`config.mk`:
```
export PLATFORM = sky130hd
export DESIGN_NAME = arb_rr_weighted_ack
export DESIGN_NICKNAME = d
export VERILOG_FILES = /design/src/rtl/arb_rr_weighted_ack_pkg.sv /design/src/rtl/arb_fixed_priority.sv /design/src/rtl/arb_rr_weighted_ack.sv
export SDC_FILE = /design/constraint.sdc
export NUM_CORES = 1
export LEC_CHECK = 0
export ABC_AREA = 1
export ABC_CLOCK_PERIOD_IN_PS = 6300
export CAP_MARGIN = 20
export CORE_AREA = 2 2 48 67
export CTS_CLUSTER_SIZE = 30
export DETAILED_ROUTE_END_ITERATION = 16
export DIE_AREA = 0 0 50 69
export GPL_TIMING_DRIVEN = 0
export PLACE_DENSITY = 0.82
export SLEW_MARGIN = 5
export SYNTH_ARGS = -nofsm -noshare
export SYNTH_HDL_FRONTEND = slang
export SYNTH_SLANG_ARGS = --single-unit
```
`constraint.sdc`:
```
create_clock -name clk -period 6.3 [get_ports clk]
set_clock_uncertainty 0.15 [all_clocks]
set_input_delay 0.945 -clock clk [delete_from_list [all_inputs] [get_ports clk]]
set_output_delay 0.945 -clock clk [all_outputs]
set_load 0.005 [all_outputs]
```
`src/rtl/arb_rr_weighted_ack_pkg.sv`:
```
// rtl/arb_rr_weighted_ack_pkg.sv - shared helpers for the weighted round-robin arbiter
package arb_rr_weighted_ack_pkg;

  // Binary index width for a requester count, never narrower than one bit.
  function automatic int id_width(input int clients);
    return (clients > 2) ? $clog2(clients) : 1;
  endfunction

endpackage

```
`src/rtl/arb_fixed_priority.sv`:
```
// rtl/arb_fixed_priority.sv - combinational LSB-first fixed-priority one-hot picker
module arb_fixed_priority #(
  parameter int WIDTH = 4
) (
  input  logic [WIDTH-1:0] req,
  output logic [WIDTH-1:0] gnt
);

  // Two's-complement trick isolates the lowest set bit.
  assign gnt = req & (~req + WIDTH'(1));

endmodule

```
`src/rtl/arb_rr_weighted_ack.sv`:
```
// rtl/arb_rr_weighted_ack.sv - weighted masked round-robin arbiter with optional grant handshake
module arb_rr_weighted_ack
  import arb_rr_weighted_ack_pkg::*;
#(
  parameter int CLIENTS      = 4,
  parameter bit WAIT_GNT_ACK = 1'b1,
  parameter int WEIGHT_W     = 4,
  localparam int ID_W        = id_width(CLIENTS)
) (
  input  logic                         clk,
  input  logic                         rst_n,
  input  logic                         block_arb,
  input  logic [CLIENTS-1:0]           req,
  input  logic [CLIENTS*WEIGHT_W-1:0]  cfg_weight,
  input  logic                         grant_ack,
  output logic                         grant_valid,
  output logic [CLIENTS-1:0]           grant,
  output logic [ID_W-1:0]              grant_id
);

  logic                grant_valid_q, grant_valid_d;
  logic [CLIENTS-1:0]  grant_q, grant_d;
  logic [ID_W-1:0]     grant_id_q, grant_id_d;
  logic [ID_W-1:0]     ptr_q, ptr_d;
  logic [ID_W-1:0]     last_q, last_d;
  logic [WEIGHT_W-1:0] credit_q, credit_d;

  logic                complete, hold, load;
  logic [WEIGHT_W-1:0] w_done, w_last;
  logic [CLIENTS-1:0]  mask, req_masked, gnt_masked, gnt_raw, sel;
  logic [ID_W-1:0]     sel_id;

  function automatic logic [WEIGHT_W-1:0] weight_of(
    input logic [ID_W-1:0]             id,
    input logic [CLIENTS*WEIGHT_W-1:0] cfg
  );
    logic [WEIGHT_W-1:0] w;
    w = cfg[int'(id)*WEIGHT_W +: WEIGHT_W];
    return (w == '0) ? WEIGHT_W'(1) : w;
  endfunction

  assign complete = grant_valid_q & (WAIT_GNT_ACK ? grant_ack : 1'b1);

  // Pointer/credit move only when a grant completes.
  always_comb begin
    ptr_d    = ptr_q;
    last_d   = last_q;
    credit_d = credit_q;
    w_done   = weight_of(grant_id_q, cfg_weight);
    if (complete) begin
      last_d = grant_id_q;
      if (grant_id_q == last_q && credit_q != '0 && credit_q < w_done) begin
        credit_d = credit_q + WEIGHT_W'(1);
      end else begin
        credit_d = WEIGHT_W'(1);
      end
      if (credit_d >= w_done) begin
        ptr_d = grant_id_q;
      end
    end
  end

  // Arbitrate on post-completion state so back-to-back grants see fresh credit.
  always_comb begin
    mask = '0;
    for (int i = 0; i < CLIENTS; i++) begin
      mask[i] = (i > int'(ptr_d));
    end
  end

  assign req_masked = req & mask;

  arb_fixed_priority #(.WIDTH(CLIENTS)) u_fp_masked (
    .req (req_masked),
    .gnt (gnt_masked)
  );

  arb_fixed_priority #(.WIDTH(CLIENTS)) u_fp_raw (
    .req (req),
    .gnt (gnt_raw)
  );

  assign w_last = weight_of(last_d, cfg_weight);
  assign hold   = req[last_d] && (credit_d != '0) && (credit_d < w_last);

  always_comb begin
    sel_id = '0;
    if (hold) begin
      sel = CLIENTS'(1) << last_d;
    end else if (|req_masked) begin
      sel = gnt_masked;
    end else begin
      sel = gnt_raw;
    end
    for (int i = 0; i < CLIENTS; i++) begin
      if (sel[i]) sel_id = ID_W'(i);
    end
  end

  assign load = (~grant_valid_q | complete) & ~block_arb & (|req);

  always_comb begin
    grant_d       = grant_q;
    grant_id_d    = grant_id_q;
    grant_valid_d = grant_valid_q;
    if (load) begin
      grant_d       = sel;
      grant_id_d    = sel_id;
      grant_valid_d = 1'b1;
    end else if (complete) begin
      grant_d       = '0;
      grant_valid_d = 1'b0;
    end
  end

  always_ff @(posedge clk or negedge rst_n) begin
    if (!rst_n) begin
      grant_valid_q <= 1'b0;
      grant_q       <= '0;
      grant_id_q    <= '0;
      ptr_q         <= ID_W'(CLIENTS - 1);
      last_q        <= '0;
      credit_q      <= '0;
    end else begin
      grant_valid_q <= grant_valid_d;
      grant_q       <= grant_d;
      grant_id_q    <= grant_id_d;
      ptr_q         <= ptr_d;
      last_q        <= last_d;
      credit_q      <= credit_d;
    end
  end

  assign grant_valid = grant_valid_q;
  assign grant       = grant_q;
  assign grant_id    = grant_id_q;

endmodule
```
==> flow_metrics.tcl <==
set metrics [dict create \
    synth_top_cells_by_area "dfrtp_1, nand2_1, nand3_1" \
    hp-class "register to register" \
    finish.utilization_pct 66.3 \
    fp.dieArea_um2 3450 \
    post_cts_buffers 0 \
    cp_max_fo 5 \
    yosysTopAreaCellShare_pct 21.8 \
    port_buffers 30 \
    period_minus_slack_ns 4.52 \
    grt_max_degree 16 \
    setup.worst_path.end "grant_id[0]$_DFFE_PN0P_" \
    reg2regPathDepth 27 \
    syn-num-nets 262 \
    slew_violations 0 \
    place_ws_ns 1.56 \
    setup_viol 0 \
    worst_ep_arrival_time_ns 4.56 \
    drt_iter0_markers 62 \
    crit_start "cfg_weight[11]" \
    required_ns 6.34 \
    via_per_inst 5.08 \
    drt_pass1_iterations 4 \
    clkLatencyLatePin_ns 0.25 \
    power_per_cell_area_nw_per_um2 491 \
    synth_seq_cells 15 \
    vias 1510 \
    worstReg2RegEnd "grant_id[0]$_DFFE_PN0P_" \
    setup_tns_ns 0 \
    finalCritPeriodShare_pct 71.7 \
    synthesis.area_um2 1500 \
    final_layout_size_suffix_gt1_share_pct 10.8 \
    timing.hold.ws_ns 0.339 \
    ff2ff_setup_slack_ns 2.29 \
    startpoint_type "input pin" \
    grt_pass1_wl_mm 6.02 \
    start_util_pct 52.5 \
    grt_overflow 0 \
    die_height_um 69 \
    rows 23 \
    drc_errors 0 \
    numCtsBuffers 3 \
    synth_top_cell_by_area "dfrtp_1" \
    ys_warn_count 0 \
    grt.total_usage_pct 21.8 \
    synthDistinctLibCells 34 \
    cts_resized 0 \
    core_um2 2850 \
    gp_congestion 0.885 \
    end_kind "register" \
    synth.avg_cell_area_um2 6.62 \
    r2r_start "grant_id[0]$_DFFE_PN0P_" \
    grt_pass1_vias 1472 \
    irDropWorstVdd_v 0.000302 \
    area_growth_pct 26.3 \
    antennaDiodeCount 0 \
    cts_root_buffer "clkbuf_8" \
    cellLeakagePower_nw 1.03 \
    hpwl_mm 2.88 \
    power.total_w 0.000928 \
    worst_pin_slew_ns 0.657 \
    finalHoldViolCount 0 \
    routed_wl_mm 3.57 \
    antenna_found_initial 0 \
    status "complete, no violations" \
    clk_pin_slew_worst_paths_ns 0.06 \
    clock-sinks 15 \
    cts.htree.levels 1 \
    fin_nets 297 \
    ios 31 \
    slew_headroom_pct 56.1 \
    detail_route.wl_per_cell_um 12.0 \
    antenna_left 0 \
    synth_cells 226 \
    criticalPathCategory "input pin to register" \
    maxCapViolCount 0 \
    holdBufCountCts 0 \
    rsz0062_at_grt "no" \
    clockBufferDepth 2 \
    fp.dieW_um 50 \
    fmax_mhz 221 \
    cts_tree "built" \
    setup_slack_ns 1.78 \
    yosysSeqAreaShare_pct 25.3 \
]
-- synthesized netlist by cell type --
master	instances
o21ai_4	1
dfrtp_1	13
or2_2	1
buf_6	2
nand2_1	77
nand2_4	3
clkbuf_8	1
o21bai_1	1
nand3_2	1
o21ai_2	1
o21ai_1	2
inv_6	1
o21ai_0	2
o21a_1	1
xor2_1	3
nor2_4	1
dfstp_2	2
a21oi_1	8
inv_1	33
nor2_2	1
inv_2	3
nand4_1	3
o221ai_1	1
nand3_1	34
o22ai_1	1
nand2_2	4
a41oi_1	1
a311oi_2	1
nor3_1	1
nand3b_1	1
nor2_1	7
clkinv_2	1
ha_1	12
o211ai_1	1
-- cell usage in the layout (no fill, tap or decap), types with 4 or more instances in the layout --
| cell | n |
|---|---|
| nand3_1 | 34 |
| a21oi_1 | 8 |
| ha_1 | 12 |
| dfrtp_1 | 13 |
| clkbuf_8 | 4 |
| inv_1 | 33 |
| nand2_1 | 77 |
| nor2_1 | 7 |
| clkdlybuf4s50_1 | 30 |
| nand2_2 | 4 |
-- state kept, by name, summed over array words and instances, names as in the netlist --
name,cells
credit_q,4
grant,4
grant_id,2
grant_valid,1
last_q,2
ptr_q,2
-- report_power, final --
group	total [W]	switching [W]	internal, W
clock	0.0000775	0.0000337	0.0000438
sequential	0.000168	0.0000293	0.000139
combinational	0.000682	0.000411	0.000271
-- worst max-delay path, stage by stage --
cell and delay [ns]:
clkdlybuf4s50_1 0.49, nand2_1 0.06, nand3_1 0.06, nand2_1 0.10, ha_1 0.30, a21oi_1 0.16, nand3_1 0.10, a311oi_2 0.33
nand3b_1 0.15, inv_1 0.08, ha_1 0.25, a21oi_1 0.16, nand3_1 0.12, nand2_1 0.14, nand2_1 0.07, o21ai_1 0.20
nor2_1 0.12, nand2_1 0.08, nand2_1 0.06, inv_2 0.06, nand2_1 0.06, nor3_1 0.13, a21oi_1 0.06, nand2_1 0.07
nand3_1 0.10, nand3_1 0.09
-- how the worst min path moves through the flow --
stage,start,to,depth (start not counted)
floorplan,grant[0]$_DFFE_PN0P_,grant[0]$_DFFE_PN0P_,2
global placement,grant[3]$_DFFE_PN0P_,grant[3]$_DFFE_PN0P_,2
detailed placement,grant[3]$_DFFE_PN0P_,grant[3]$_DFFE_PN0P_,2
CTS,grant[3]$_DFFE_PN0P_,grant[3]$_DFFE_PN0P_,2
global route,grant[3]$_DFFE_PN0P_,grant[3]$_DFFE_PN0P_,2
finish,grant[2]$_DFFE_PN0P_,grant[2]$_DFFE_PN0P_,2
-- layer usage --
metal	vias up	global-route usage (%)	share of wire [%]
met1	680	24.2	42
met2	29	40.6	54
met5	-	0	0
met4	0	8.33	1.4
met3	7	2.38	2.9
li1	794	-	-
-- kinds of logic after synthesis --
kind of cell | after synthesis | synth area share (%)
compound gates | 21 | 9.79
xor+xnor | 3 | 1.76
fa+ha+maj | 12 | 10.0
buf+inv | 41 | 12.4
flops | 15 | 25.3
simple gates | 134 | 40.8
-- per-stage QoR --
stage                     cell area [um^2]  instances
after floorplan                       1500        226
after global placement                1840        293
after detailed placement              1840        293
after CTS                             1890        297
after global routing                  1890        297
final                                 1890        297
-- layout make-up --
| type | count | area, um^2 |
|---|---|---|
| fillers | 246 | 961 |
| multi-input cells | 170 | 932 |
| flip-flops and latches | 15 | 378 |
| repair buffers | 30 | 300 |
| inverters | 38 | 149 |
| well taps | 37 | 46.3 |
| clock buffers | 3 | 41.3 |
| plain buffers | 3 | 36.3 |
| clock inverters | 1 | 5.00 |
No activity file was read; power rests on OpenSTA's default activity.
